==> src/rtl/load_store_unit_pkg.sv <==
// Shared types for the load/store unit.
//   lsu_cmd_e   : LSU size command encoding (IDLE/BYTE/HWORD/WORD)
//   lsu_state_e : transaction FSM state
//   is_aligned  : alignment rule for a size command at a given byte lane
package load_store_unit_pkg;

    typedef enum logic [1:0] {
        CmdIdle  = 2'd0,
        CmdByte  = 2'd1,
        CmdHword = 2'd2,
        CmdWord  = 2'd3
    } lsu_cmd_e;

    typedef enum logic {
        StIdle = 1'b0,
        StWait = 1'b1
    } lsu_state_e;

    // An IDLE command is never "aligned", so it never starts a transaction.
    function automatic logic is_aligned(input lsu_cmd_e cmd, input logic [1:0] lane);
        logic ok;
        case (cmd)
            CmdByte:  ok = 1'b1;
            CmdHword: ok = ~lane[0];
            CmdWord:  ok = (lane == 2'b00);
            default:  ok = 1'b0;
        endcase
        return ok;
    endfunction

endpackage

==> src/rtl/load_store_unit_lane_mux.sv <==
// Byte-lane steering for the load/store unit (purely combinational).
//   wr_cmd_i, wr_lane_i : size and byte lane of the command being issued
//   wdata_i             : right-justified store data
//   be_o                : little-endian byte enables for the bus
//   wdata_o             : store data replicated across all lanes
//   rd_cmd_i, rd_lane_i : size and byte lane of the outstanding load
//   rdata_i             : raw bus read word
//   rdata_o             : addressed bytes, right-justified and zero-filled
module load_store_unit_lane_mux
    import load_store_unit_pkg::*;
(
    input  lsu_cmd_e    wr_cmd_i,
    input  logic [1:0]  wr_lane_i,
    input  logic [31:0] wdata_i,
    output logic [3:0]  be_o,
    output logic [31:0] wdata_o,
    input  lsu_cmd_e    rd_cmd_i,
    input  logic [1:0]  rd_lane_i,
    input  logic [31:0] rdata_i,
    output logic [31:0] rdata_o
);

    always_comb begin
        be_o    = 4'b0000;
        wdata_o = wdata_i;
        case (wr_cmd_i)
            CmdByte: begin
                be_o    = 4'b0001 << wr_lane_i;
                wdata_o = {4{wdata_i[7:0]}};
            end
            CmdHword: begin
                be_o    = wr_lane_i[1] ? 4'b1100 : 4'b0011;
                wdata_o = {2{wdata_i[15:0]}};
            end
            CmdWord: be_o = 4'b1111;
            default: ;
        endcase
    end

    always_comb begin
        rdata_o = rdata_i;
        case (rd_cmd_i)
            CmdByte:  rdata_o = {24'b0, rdata_i[{rd_lane_i, 3'b000} +: 8]};
            CmdHword: rdata_o = {16'b0, rd_lane_i[1] ? rdata_i[31:16] : rdata_i[15:0]};
            default:  ;
        endcase
    end

endmodule

==> src/rtl/load_store_unit.sv <==
// Load/store unit: turns one-cycle load/store commands from the memory stage into a single
// CPU data-bus transaction and returns right-justified load data.
//   clk, nrst          : clock, asynchronous active-low reset
//   i_addr, i_wdata    : byte address and right-justified store data
//   i_cmd, i_rnw       : size command (IDLE/BYTE/HWORD/WORD) and direction (1 = load)
//   o_rdata            : last completed load data, right-justified
//   o_busy             : stall request (combinational)
//   o_err_align        : one-cycle pulse after a misaligned command
//   o_err_bus          : one-cycle pulse after a bus error or watchdog timeout
//   bus_*              : registered request side and returned response of the data bus
module load_store_unit
    import load_store_unit_pkg::*;
#(
    parameter int unsigned ADDR_WIDTH = 32,
    parameter int unsigned DATA_WIDTH = 32,
    parameter int unsigned TIMEOUT    = 0
) (
    input  logic                  clk,
    input  logic                  nrst,
    input  logic [ADDR_WIDTH-1:0] i_addr,
    input  logic [DATA_WIDTH-1:0] i_wdata,
    input  logic [1:0]            i_cmd,
    input  logic                  i_rnw,
    output logic [DATA_WIDTH-1:0] o_rdata,
    output logic                  o_busy,
    output logic                  o_err_align,
    output logic                  o_err_bus,
    output logic [ADDR_WIDTH-1:0] bus_addr,
    output logic                  bus_req,
    output logic                  bus_rnw,
    output logic [3:0]            bus_be,
    output logic [DATA_WIDTH-1:0] bus_wdata,
    input  logic [DATA_WIDTH-1:0] bus_rdata,
    input  logic                  bus_ack,
    input  logic                  bus_err
);

    localparam int unsigned CntW = (TIMEOUT > 1) ? $clog2(TIMEOUT) : 1;

    lsu_state_e            state_q, state_d;
    lsu_cmd_e              size_q, size_d;
    logic [1:0]            lane_q, lane_d;
    logic [CntW-1:0]       cnt_q, cnt_d;
    logic [DATA_WIDTH-1:0] rdata_q, rdata_d;
    logic                  err_align_q, err_align_d;
    logic                  err_bus_q, err_bus_d;
    logic [ADDR_WIDTH-1:0] bus_addr_q, bus_addr_d;
    logic                  bus_req_q, bus_req_d;
    logic                  bus_rnw_q, bus_rnw_d;
    logic [3:0]            bus_be_q, bus_be_d;
    logic [DATA_WIDTH-1:0] bus_wdata_q, bus_wdata_d;

    lsu_cmd_e              cmd;
    logic                  cmd_ok;
    logic                  timed_out;
    logic [3:0]            be_new;
    logic [DATA_WIDTH-1:0] wdata_new;
    logic [DATA_WIDTH-1:0] rdata_ext;

    assign cmd       = lsu_cmd_e'(i_cmd);
    assign cmd_ok    = is_aligned(cmd, i_addr[1:0]);
    assign timed_out = (TIMEOUT != 0) && (cnt_q == CntW'(TIMEOUT - 1));

    load_store_unit_lane_mux u_lane_mux (
        .wr_cmd_i  (cmd),
        .wr_lane_i (i_addr[1:0]),
        .wdata_i   (i_wdata),
        .be_o      (be_new),
        .wdata_o   (wdata_new),
        .rd_cmd_i  (size_q),
        .rd_lane_i (lane_q),
        .rdata_i   (bus_rdata),
        .rdata_o   (rdata_ext)
    );

    always_comb begin
        state_d     = state_q;
        size_d      = size_q;
        lane_d      = lane_q;
        cnt_d       = cnt_q;
        rdata_d     = rdata_q;
        err_align_d = 1'b0;
        err_bus_d   = 1'b0;
        bus_addr_d  = bus_addr_q;
        bus_req_d   = bus_req_q;
        bus_rnw_d   = bus_rnw_q;
        bus_be_d    = bus_be_q;
        bus_wdata_d = bus_wdata_q;

        case (state_q)
            StIdle: begin
                if (cmd != CmdIdle) begin
                    if (cmd_ok) begin
                        bus_addr_d  = {i_addr[ADDR_WIDTH-1:2], 2'b00};
                        bus_rnw_d   = i_rnw;
                        bus_req_d   = 1'b1;
                        bus_be_d    = be_new;
                        bus_wdata_d = wdata_new;
                        size_d      = cmd;
                        lane_d      = i_addr[1:0];
                        cnt_d       = '0;
                        state_d     = StWait;
                    end else begin
                        err_align_d = 1'b1;
                    end
                end
            end
            StWait: begin
                // An ack in the same cycle the watchdog expires wins.
                if (bus_ack) begin
                    bus_req_d = 1'b0;
                    state_d   = StIdle;
                    if (bus_err) begin
                        err_bus_d = 1'b1;
                    end else if (bus_rnw_q) begin
                        rdata_d = rdata_ext;
                    end
                end else if (timed_out) begin
                    bus_req_d = 1'b0;
                    err_bus_d = 1'b1;
                    state_d   = StIdle;
                end else if (TIMEOUT != 0) begin
                    cnt_d = cnt_q + CntW'(1);
                end
            end
            default: state_d = StIdle;
        endcase
    end

    always_ff @(posedge clk or negedge nrst) begin
        if (!nrst) begin
            state_q     <= StIdle;
            size_q      <= CmdIdle;
            lane_q      <= 2'b00;
            cnt_q       <= '0;
            rdata_q     <= '0;
            err_align_q <= 1'b0;
            err_bus_q   <= 1'b0;
            bus_addr_q  <= '0;
            bus_req_q   <= 1'b0;
            bus_rnw_q   <= 1'b0;
            bus_be_q    <= 4'b0000;
            bus_wdata_q <= '0;
        end else begin
            state_q     <= state_d;
            size_q      <= size_d;
            lane_q      <= lane_d;
            cnt_q       <= cnt_d;
            rdata_q     <= rdata_d;
            err_align_q <= err_align_d;
            err_bus_q   <= err_bus_d;
            bus_addr_q  <= bus_addr_d;
            bus_req_q   <= bus_req_d;
            bus_rnw_q   <= bus_rnw_d;
            bus_be_q    <= bus_be_d;
            bus_wdata_q <= bus_wdata_d;
        end
    end

    assign o_busy      = (state_q == StWait) || ((state_q == StIdle) && cmd_ok);
    assign o_rdata     = rdata_q;
    assign o_err_align = err_align_q;
    assign o_err_bus   = err_bus_q;
    assign bus_addr    = bus_addr_q;
    assign bus_req     = bus_req_q;
    assign bus_rnw     = bus_rnw_q;
    assign bus_be      = bus_be_q;
    assign bus_wdata   = bus_wdata_q;

endmodule
==> config.mk <==
export PLATFORM = sky130hd
export DESIGN_NAME = load_store_unit
export DESIGN_NICKNAME = d
export VERILOG_FILES = /design/src/rtl/load_store_unit_pkg.sv /design/src/rtl/load_store_unit_lane_mux.sv /design/src/rtl/load_store_unit.sv
export SDC_FILE = /design/constraint.sdc
export NUM_CORES = 1
export LEC_CHECK = 0
export ABC_AREA = 1
export BUFFER_PORTS_ARGS = -buffer_cell sky130_fd_sc_hd__buf_2
export CAP_MARGIN = 20
export CORE_MARGIN = 8
export CORE_UTILIZATION = 42
export DETAILED_ROUTE_END_ITERATION = 12
export PLACE_DENSITY_LB_ADDON = 0.25
export SLEW_MARGIN = 20
export SYNTH_ARGS = -nofsm -noshare
export SYNTH_HDL_FRONTEND = slang
export SYNTH_SLANG_ARGS = --single-unit
==> constraint.sdc <==
create_clock -name clk -period 3.15 [get_ports clk]
set_input_delay 0.63 -clock clk [delete_from_list [all_inputs] [get_ports clk]]
set_output_delay 0.63 -clock clk [all_outputs]
set_load 0.005 [all_outputs]
==> impl.org <==
** Timing
- Of the available clock period, the critical path in the final layout requires 0.787.
- Total count of hold-check failures in the final report :: 0
- In this run the tightest slew margin relative to its limit is 0.523.
- Crit path time final :: roughly 2.5 ns
- Unrepaired setup endpoints after global routing :: false
- Worst-margin pin slew :: a little over 0.7 ns
- Worst hold margin :: 0.305 ns
- Worst clock skew :: approximately 0.0051 ns
- Final sum of negative setup slack :: 0 ns
- Static timing analysis puts the maximum clock frequency at between 400 and 500 MHz.
- Setup violations remaining at the end of the flow were counted as 0.
- Minimum setup slack in the final design :: between 0.6 and 0.7 ns
- Max-slew violation count :: 0

** Power and ir drop
- Share of total power in sequential cells :: 0.429
- Dividing total power by cell area gives a power density of around 800 nW/um^2.
- Internal power comes to roughly 3.3 mW.
- Switching Share :: 0.370
- Of the total power, the clock network draws 0.214.
- Maximum VDD drop :: about 0.37 mV
- The completed layout was analyzed and its total power is roughly 5.2 mW.
- For this design the static power due to leakage is between 3 and 4 nW.
- Net Sw Power :: 1.93 mW
- Share of total power in combinational logic :: 0.357

** Routing
- Average wire per cell in the routed design :: around 15 um
- Post-detailed-route DRC marker count :: 0
- Vias per cell :: slightly below 5
- Number of vias in the routed layout :: ~4800
- Final antenna-violating net count :: 0
- After the first detailed-routing iteration, the DRC count stood at between 400 and 500.
- Total Routed Length :: 15.2 mm
- Before antenna repair, the detailed router went through 5 iterations.

** Setup path
- Crit path max fanout :: 12
- Critical setup path kind :: input port to output port
- Crit path launch type :: input port
- Data required time at the worst endpoint :: between 2 and 3 ns
- The worst register-to-register path has a depth of 9.
- Data on the critical path arrives at its endpoint at approximately 1.9 ns.
- The worst setup path is captured at an output port.

** GRT
- The total overflow left after global routing is 0.
- Entering global routing, the biggest net connects between 60 and 70 pins.
- Gr usage total :: 0.186
- Global-route wire length before repair :: approximately 24 mm
- Number of global-route vias before repair :: 4755
- Number of antenna violations at the first check in global routing :: 0

** Synthesis
- Ranked by total cell area, the synthesized netlist is headed by sky130_fd_sc_hd__dfrtp_1 52%, sky130_fd_sc_hd__nand2_1 23%, sky130_fd_sc_hd__o21ai_0 4.1%.
- A synthesized cell averages 7.87 sq um.
- FF+latch count, synth :: ~110
- Synthesis produced 658 cells.
- Area share of the leading cell type in the synthesized netlist :: 0.517
- Of the synthesized area, sequential elements account for 0.517.
- Summing every instance area after synthesis gives between 5000 and 6000 sq um.
- The Yosys step of the flow raised 0 warnings.
- The synthesized design spends more area on one cell type than any other, namely sky130_fd_sc_hd__dfrtp_1.
- Distinct cells, synth :: 26

** Place
- During placement, the flow inserted port buffers numbering around 200.
- Routability Congestion :: between 0.8 and 0.9
- HPWL after DPL :: roughly 11 mm
- Before CTS, the worst setup slack after placement is between 0.6 and 0.7 ns.

** Min path
- Worst min-delay path category :: input port to asynchronous set/reset pin

** Clocking
- CTS H-tree lvls :: 3
- Once the clock tree was built, the resizer swapped 0 gates to a different size.
- In this run, post-CTS hold repair placed 0 buffers.
- Sink Count :: between 100 and 150
- TritonCTS Buffers :: 9
- Clock latency on the worst-skew pair :: about 0.34 ns
- CTS tree :: yes
- Maximum buffer depth of the clock tree :: 2
- Root buffer cell :: sky130_fd_sc_hd__clkbuf_16
- Setup repair bufs after CTS :: 0
- CTS clk-pin slew, worst paths :: around 0.070 ns

** Die
- Die Ht :: 127 um
- The floorplan step defined a die boundary enclosing ~16000 sq um.
- Starting utilization of the core area :: 0.431
- Top Ports :: roughly 210
- Core area :: between 10000 and 15000 sq um
- Number of cell rows :: 40
- DIE WIDTH :: 127 um

** Layout
- From synthesis to final layout, the design area changed by 25.7%.
- Measured on the finished design, the core utilization comes to 0.542.
- In the final layout, the share of cells above drive strength 1 is 0.287.
- 0 antenna diodes ended up in the layout.
- The final layout contains 955 nets.

** Status
- The flow ran to the end, and the final reports show no timing, DRC or antenna violations.

** Job
- Across the run, the number of max-cap violations was 0.
cells in the mapped netlist, drive strengths merged:
| cell | count |
|---|---|
| clkinv | 1 |
| nand3 | 18 |
| o31ai | 15 |
| a21oi | 16 |
| inv | 52 |
| o21ai | 66 |
| nor2 | 21 |
| dfrtp | 107 |
| conb | 1 |
| nand2 | 317 |
| ha | 6 |
| clkbuf | 7 |
| buf | 27 |
| mux2i | 2 |
| o21bai | 1 |
| o211ai | 1 |
placed cells by master, fill, tap and decap left out, drive strengths merged, types with 6 or more instances in the layout:
| cell type | n |
|---|---|
| nand2 | 317 |
| buf | 210 |
| dfrtp | 107 |
| o21ai | 66 |
| inv | 56 |
| nor2 | 21 |
| nand3 | 18 |
| a21oi | 16 |
| o31ai | 15 |
| clkbuf | 10 |
| ha | 6 |
flip-flops by register name, indices dropped and copies added, names as in the netlist:
name / cells
bus_rnw: 1
bus_req: 1
bus_addr: 30
bus_be: 4
state_q: 1
o_err_align: 1
size_q: 2
o_rdata: 32
o_err_bus: 1
bus_wdata: 32
lane_q: 2
metrics by stage:
| step | cell area (sq um) | instances |
|---|---|---|
| CTS | 6510 | 998 |
| detailed placement | 6220 | 982 |
| global placement | 6220 | 982 |
| floorplan | 5180 | 659 |
| finish | 6510 | 998 |
| global route | 6510 | 998 |
layout make-up:
type	instances	area, sq um
flip-flops and latches	107	2680
inverters	53	199
well taps	147	184
repair buffers	210	1100
clock buffers	10	239
fillers	1149	5500
multi-input cells	465	2060
clock inverters	6	53.8
path summary, 6_finish.rpt:
path                                  start           end  slack (ns)
worst max-delay path               i_cmd[0]        o_busy        0.67
worst min-delay path                   nrst   o_rdata[20]        0.31
worst max register to register    size_q[0]    o_rdata[7]        1.10
worst min register to register  o_rdata[17]   o_rdata[17]        0.48
max in group asynchronous              nrst  bus_addr[10]        2.10
min in group clk                 i_addr[29]  bus_addr[29]        0.47
power groups by stage:
| stage | clock network, mW | logic (mW) | registers, mW |
|---|---|---|---|
| floorplan | 0 | 1.00 | 2.26 |
| global placement | 0 | 1.87 | 2.25 |
| detailed placement | 0 | 1.90 | 2.26 |
| CTS | 1.15 | 1.90 | 2.24 |
| global route | 1.20 | 2.13 | 2.32 |
| finish | 1.12 | 1.87 | 2.25 |
kinds of logic after synthesis:
family                   share of synthesized area
AND/OR/NAND/NOR                              0.266
flip-flops                                   0.517
AO/OA/AOI/OAI                                0.111
buffers and inverters                       0.0867
adder cells (fa/ha/maj)                     0.0145
multiplexers                               0.00386
other                                     0.000724
worst max-delay path: stages:
cell                      delay (ns)
sky130_fd_sc_hd__buf_2          0.12
sky130_fd_sc_hd__inv_1          0.10
sky130_fd_sc_hd__ha_1           0.42
sky130_fd_sc_hd__inv_1          0.07
sky130_fd_sc_hd__nand2_1        0.07
sky130_fd_sc_hd__nand3_1        0.07
sky130_fd_sc_hd__nand2_2        0.10
sky130_fd_sc_hd__nor2_1         0.06
sky130_fd_sc_hd__inv_1          0.07
sky130_fd_sc_hd__buf_2          0.13
metal layers:
| layer | up-vias | track usage | wire length [um] |
|---|---|---|---|
| li1 | 2419 | - | - |
| met1 | 2198 | 0.238 | 6670 |
| met2 | 192 | 0.295 | 6940 |
| met3 | 21 | 0.0545 | 1320 |
| met4 | 0 | 0.0644 | 279 |
| met5 | - | 0 | 0 |
Note: power is estimated with default switching activity, not from simulation.
